File: src/rtl/stack_arbiter.sv
// stack_arbiter: round-robin req/ack arbiter sharing one LIFO stack between two clients.
// Ports: clk, reset (async, active-low); per-client req/op/wdata -> ack/err/rdata;
//        stack side st_push/st_pop/st_wdata -> st_rdata/st_full/st_empty.
//        Define STACK_ARB_ERRCNT_EN to add err_cnt[7:0], a saturating reject count.
module stack_arbiter #(
  parameter int B = 3
) (
  input  logic         clk,
  input  logic         reset,
  input  logic         req0,
  input  logic         op0,
  input  logic [B-1:0] wdata0,
  output logic         ack0,
  output logic         err0,
  output logic [B-1:0] rdata0,
  input  logic         req1,
  input  logic         op1,
  input  logic [B-1:0] wdata1,
  output logic         ack1,
  output logic         err1,
  output logic [B-1:0] rdata1,
  output logic         st_push,
  output logic         st_pop,
  output logic [B-1:0] st_wdata,
  input  logic [B-1:0] st_rdata,
  input  logic         st_full,
  input  logic         st_empty
`ifdef STACK_ARB_ERRCNT_EN
  ,
  output logic [7:0]   err_cnt
`endif
);

  localparam logic [1:0] IDLE  = 2'd0;
  localparam logic [1:0] SERVE = 2'd1;
  localparam logic [1:0] ACK   = 2'd2;

  logic [1:0]   state;
  logic         prio;
  logic         gid;
  logic         gop;
  logic         err_l;
  logic [B-1:0] gdata;
  logic         pick;
  logic         in_idle;
  logic         in_serve;
  logic         in_ack;

  assign in_idle  = (state == IDLE);
  assign in_serve = (state == SERVE);
  assign in_ack   = (state == ACK);

  // Contention goes to the pointer; otherwise the lone requester wins.
  assign pick = (req0 & req1) ? prio : req1;

  // Strobes follow the live flags so a full/empty change is honoured.
  assign st_push  = in_serve & ~gop & ~st_full;
  assign st_pop   = in_serve & gop & ~st_empty;
  assign st_wdata = gdata;

  assign ack0 = in_ack & ~gid;
  assign ack1 = in_ack & gid;
  assign err0 = ack0 & err_l;
  assign err1 = ack1 & err_l;

  always_ff @(posedge clk or negedge reset) begin
    if (!reset) begin
      state  <= IDLE;
      prio   <= 1'b0;
      gid    <= 1'b0;
      gop    <= 1'b0;
      gdata  <= '0;
      err_l  <= 1'b0;
      rdata0 <= '0;
      rdata1 <= '0;
    end else begin
      unique case (1'b1)
        in_idle: begin
          if (req0 | req1) begin
            gid   <= pick;
            gop   <= pick ? op1 : op0;
            gdata <= pick ? wdata1 : wdata0;
            state <= SERVE;
          end
        end
        in_serve: begin
          err_l <= gop ? st_empty : st_full;
          if (st_pop) begin
            if (gid) rdata1 <= st_rdata;
            else     rdata0 <= st_rdata;
          end
          state <= ACK;
        end
        in_ack: begin
          prio  <= ~gid;
          state <= IDLE;
        end
        default: state <= IDLE;
      endcase
    end
  end

`ifdef STACK_ARB_ERRCNT_EN
  always_ff @(posedge clk or negedge reset) begin
    if (!reset) begin
      err_cnt <= 8'd0;
    end else if (in_ack && err_l && err_cnt != 8'hff) begin
      err_cnt <= err_cnt + 8'd1;
    end
  end
`endif

endmodule

File: config.mk
export PLATFORM = sky130hd
export DESIGN_NAME = stack_arbiter
export DESIGN_NICKNAME = d
export VERILOG_FILES = /design/src/rtl/stack_arbiter.sv
export SDC_FILE = /design/constraint.sdc
export NUM_CORES = 1
export LEC_CHECK = 0
export BUFFER_PORTS_ARGS = -buffer_cell sky130_fd_sc_hd__clkbuf_2
export CAP_MARGIN = 20
export CORE_MARGIN = 3
export CORE_UTILIZATION = 45
export DETAILED_ROUTE_END_ITERATION = 16
export PLACE_DENSITY = 0.86
export SLEW_MARGIN = 0
export SYNTH_ARGS = -nofsm -noshare
export SYNTH_HDL_FRONTEND = slang
export SYNTH_SLANG_ARGS = --single-unit
export TNS_END_PERCENT = 1
File: constraint.sdc
create_clock -name clk -period 1.4 [get_ports clk]
set_clock_uncertainty 0.05 [all_clocks]
set_input_delay 0 -clock clk [delete_from_list [all_inputs] [get_ports clk]]
set_output_delay 0 -clock clk [all_outputs]
set_load 0.05 [all_outputs]
==> run summary <==
Counting along the longest clock path gives a buffer depth of 2. Ranked by total cell area, the synthesized netlist is headed by sky130_fd_sc_hd__dfrtp_1 (51%), sky130_fd_sc_hd__mux2_2 (9.3%), sky130_fd_sc_hd__a31oi_2 (5.1%). After technology mapping, the gate count stands at 63. The worst setup margin came out at -35.8 ps.

The final reports fail on negative setup slack. The area share of the largest cell type after synthesis was 0.515. The number of design rule violations left after detail routing was 0. The die covers 2140 µm².

The total global-route track usage is 0.206, and the maximum level of the CTS H-tree is 1. Across the run, the number of max-cap violations was 0. The post-detailed-route via-to-cell ratio is 5.64, and the design area is 1100 µm².

The area of the mapped netlist is 729 µm². At the pin with the least slew margin, the transition time is 411 ps. The signal on the critical path passes through and4bb_4 -> and2_4 -> mux2_4. The cell area reported after detailed placement came out at 912 µm². For the overflow left after global routing, the log shows 0. When the netlist entered floorplanning its net count stood at 80. The critical path ends at rdata0[2].

The amount of wire on met3 after detailed routing came out at 85 µm. The effective utilization at floorplan is 0.515, and the half-perimeter wire length after detailed placement is 1310 µm. Yosys printed 0 warnings.

For this run, the leading register cell type out of synthesis is sky130_fd_sc_hd__dfrtp_1. Met1 wire length: 888 µm. The run gives 0.515 as the sequential fraction of the synthesis area. The highest layer used for signal routing was met4. The clock reaches the later pin of the worst-skew pair after 280 ps. Counting every sink on the clock net gives 15.

The ratio of cells with drive above 1 in the final layout was 0.486. The clock-pin slew reported for the worst setup and hold paths after clock tree synthesis was 90 ps; the final-report hold violation count was 0. Data arrives at the worst endpoint at 1550 ps. The worst reg2reg path depth is 3. Setup repair after global routing could not meet its margin everywhere. The async set or reset register ratio after synthesis is 1.00, and the number of optimization iterations in the first detailed-route pass is 4. After detailed routing, the average wire length per cell comes to 16.8 µm. The count of different cell masters after synthesis was 22; the final core utilization was 0.780.

The tools report the number of antenna diodes as 0. The highest fanout seen on the critical path was 4; the share of the clock period used by the worst path after layout was 1.03. The run gives 0.696 GHz as the top achievable clock speed. The number of register bits inferred by synthesis came out at 15. The logs give 711 for the via count of the first global-routing pass and 0.726 for the remaining max-slew budget at the tightest pin. The first element of the critical path is state[1]. For this run, the post-layout net count is 129.

The first global-routing pass estimated 3030 µm of wire. The type of the most critical hold path is input pin to flop. TritonCTS built the clock tree. The data required time of the worst path is 1520 ps, and the initial detailed-routing violation count is 23. The worst reg-to-reg setup slack is -40 ps. The per-instance average area after synthesis works out to 11.6 µm². The total power per unit cell area was 2410 nW/µm².

Depth of the critical timing path with buffers and inverters included: 3. The worst path in the final design needs a cycle of 1440 ps, including I/O delays and setup. From synthesis to final layout, the design area changed by 51.3%. The die is 46.3 µm tall. The launching point of the worst reg2reg path was state[1]. The die width was 46.3 µm. In the detailed route, the total length drawn on met2 is 1080 µm. In this run the critical register-to-register path is captured at rdata0[2].

Post-synthesis cell type with the largest combined area: sky130_fd_sc_hd__dfrtp_1. By count the netlist is led by sky130_fd_sc_hd__dfrtp_1 (15), sky130_fd_sc_hd__mux2_2 (6), sky130_fd_sc_hd__nand3_1 (5), sky130_fd_sc_hd__o21ai_0 (5), sky130_fd_sc_hd__a21oi_1 (4). Clock tree synthesis selected as its root buffer the cell sky130_fd_sc_hd__clkbuf_4.

Port buffering added 31 buffers. Cell leakage power: 0.000550 µW. The critical path is of the flop to flop type. On the worst path, the slowest cell contributes a delay of 410 ps. The congestion estimate from routability-driven global placement came to 0.747. The tools report the startpoint class of the critical path as a flop. The number of buffer and inverter instances along the worst setup path is 0, and the remaining number of nets flagged by the antenna check after routing is 0.

The peak supply drop was 0.00196 V; the number of antenna violations at the first check in global routing was 0. The tools report the nature of the critical path endpoint as a flop. The flow ran to the end, but the final reports show violations. Among all stages on the critical path, the largest delay is contributed by sky130_fd_sc_hd__dfrtp_1. 32 I/O pins were placed.

By instance count, the leading cell after synthesis is sky130_fd_sc_hd__dfrtp_1. The logs give 711 for the routed via count and 16 for the largest net degree at the start of global routing. After detailed routing, the total wire length is 2110 µm.

The kind of cell with the highest combined delay along the critical path is simple AND/OR/NAND/NOR gates. For the number of pins exceeding their max-slew limit in the final report, the log shows 0. The run gives 13 as the number of cell rows.

The final count of negative-setup-slack endpoints is 4. The tools report the core area as 1420 µm². The clock buffer count from CTS is 3, and the number of enable-type register cells in the synthesized netlist is 0.
## worst reg2reg max path, cell delays in order, from the launching register on
cell and delay (ps):
sky130_fd_sc_hd__dfrtp_1 410, sky130_fd_sc_hd__and4bb_4 370, sky130_fd_sc_hd__and2_4 180, sky130_fd_sc_hd__mux2_4 310
## layer usage
metal  up-vias  GRT usage
met5         -          0
met4         0      0.114
met3        10     0.0469
met2        26      0.335
met1       353      0.247
li1        322          -
## metrics by stage
stage / std cells / worst slack, ps / setup TNS, ps / hold WS (ps) / power (µW)
floorplan: 63 / -78.0 / -234 / -346 / 1890
global placement: 110 / 73.1 / 0 / -122 / 2190
detailed placement: 110 / 25.3 / 0 / -120 / 2240
CTS: 125 / 3.63 / 0 / 10.9 / 2550
global route: 126 / -72.9 / -394 / 12.3 / 2780
finish: 126 / -35.8 / -90.1 / 6.26 / 2660
## layout by cell type, fill, tap and decap left out, drive strengths merged
cell         instances
clkbuf              30
dfrtp               15
dlygate4sd3         11
buf                  8
o21ai                6
mux2                 6
nand3                5
a21oi                4
and2                 4
a31oi                4
inv                  3
nor2                 3
and3                 2
nand2b               2
nor2b                2
nand2                2
and4bb               1
nor3                 1
or2                  1
mux2i                1
## worst min-delay path by stage
stage | slack [ps] | start | cells past startpoint | endpoint
after floorplan | -350 | reset | 0 | err_l
after global placement | -120 | reset | 1 | rdata1[2]
after detailed placement | -120 | reset | 1 | rdata0[2]
after CTS | 10 | st_full | 3 | err_l
after global routing | 10 | st_full | 3 | err_l
final | 6 | st_empty | 3 | err_l
## area by class of cell
cell class / count / area, µm²
clock buffers: 4 / 26.3
fillers: 93 / 312
inverters: 3 / 11.3
multi-input cells: 44 / 364
flip-flops and latches: 15 / 375
well taps: 15 / 18.8
repair buffers: 45 / 308
## sequential cells by signal, indices dropped and copies added (netlist names)
signal	cells
state	2
prio	1
gop	1
gid	1
rdata0	3
st_wdata	3
err_l	1
rdata1	3
## kinds of logic after synthesis
family | share of synthesized area
AOI/OAI and AO/OA | 0.154
muxes | 0.106
and+or+nand+nor | 0.194
buffers and inverters | 0.0309
DFF | 0.515
## power breakdown
group / internal, µW / leakage, µW / switching (µW)
Clock: 111 / 0.0000150 / 141
Sequential: 650 / 0.000178 / 165
Combinational: 544 / 0.000357 / 1050
## repair_timing
item | in CTS | in global routing
gates resized for setup | 6 | 14
setup endpoints to repair | 4 | 8
hold buffers | 11 | 0
endpoints found under the hold margin | 25 | 0
pin swaps | 0 | 1
buffers inserted | 0 | 1
Power figures use the tool's default switching activity.
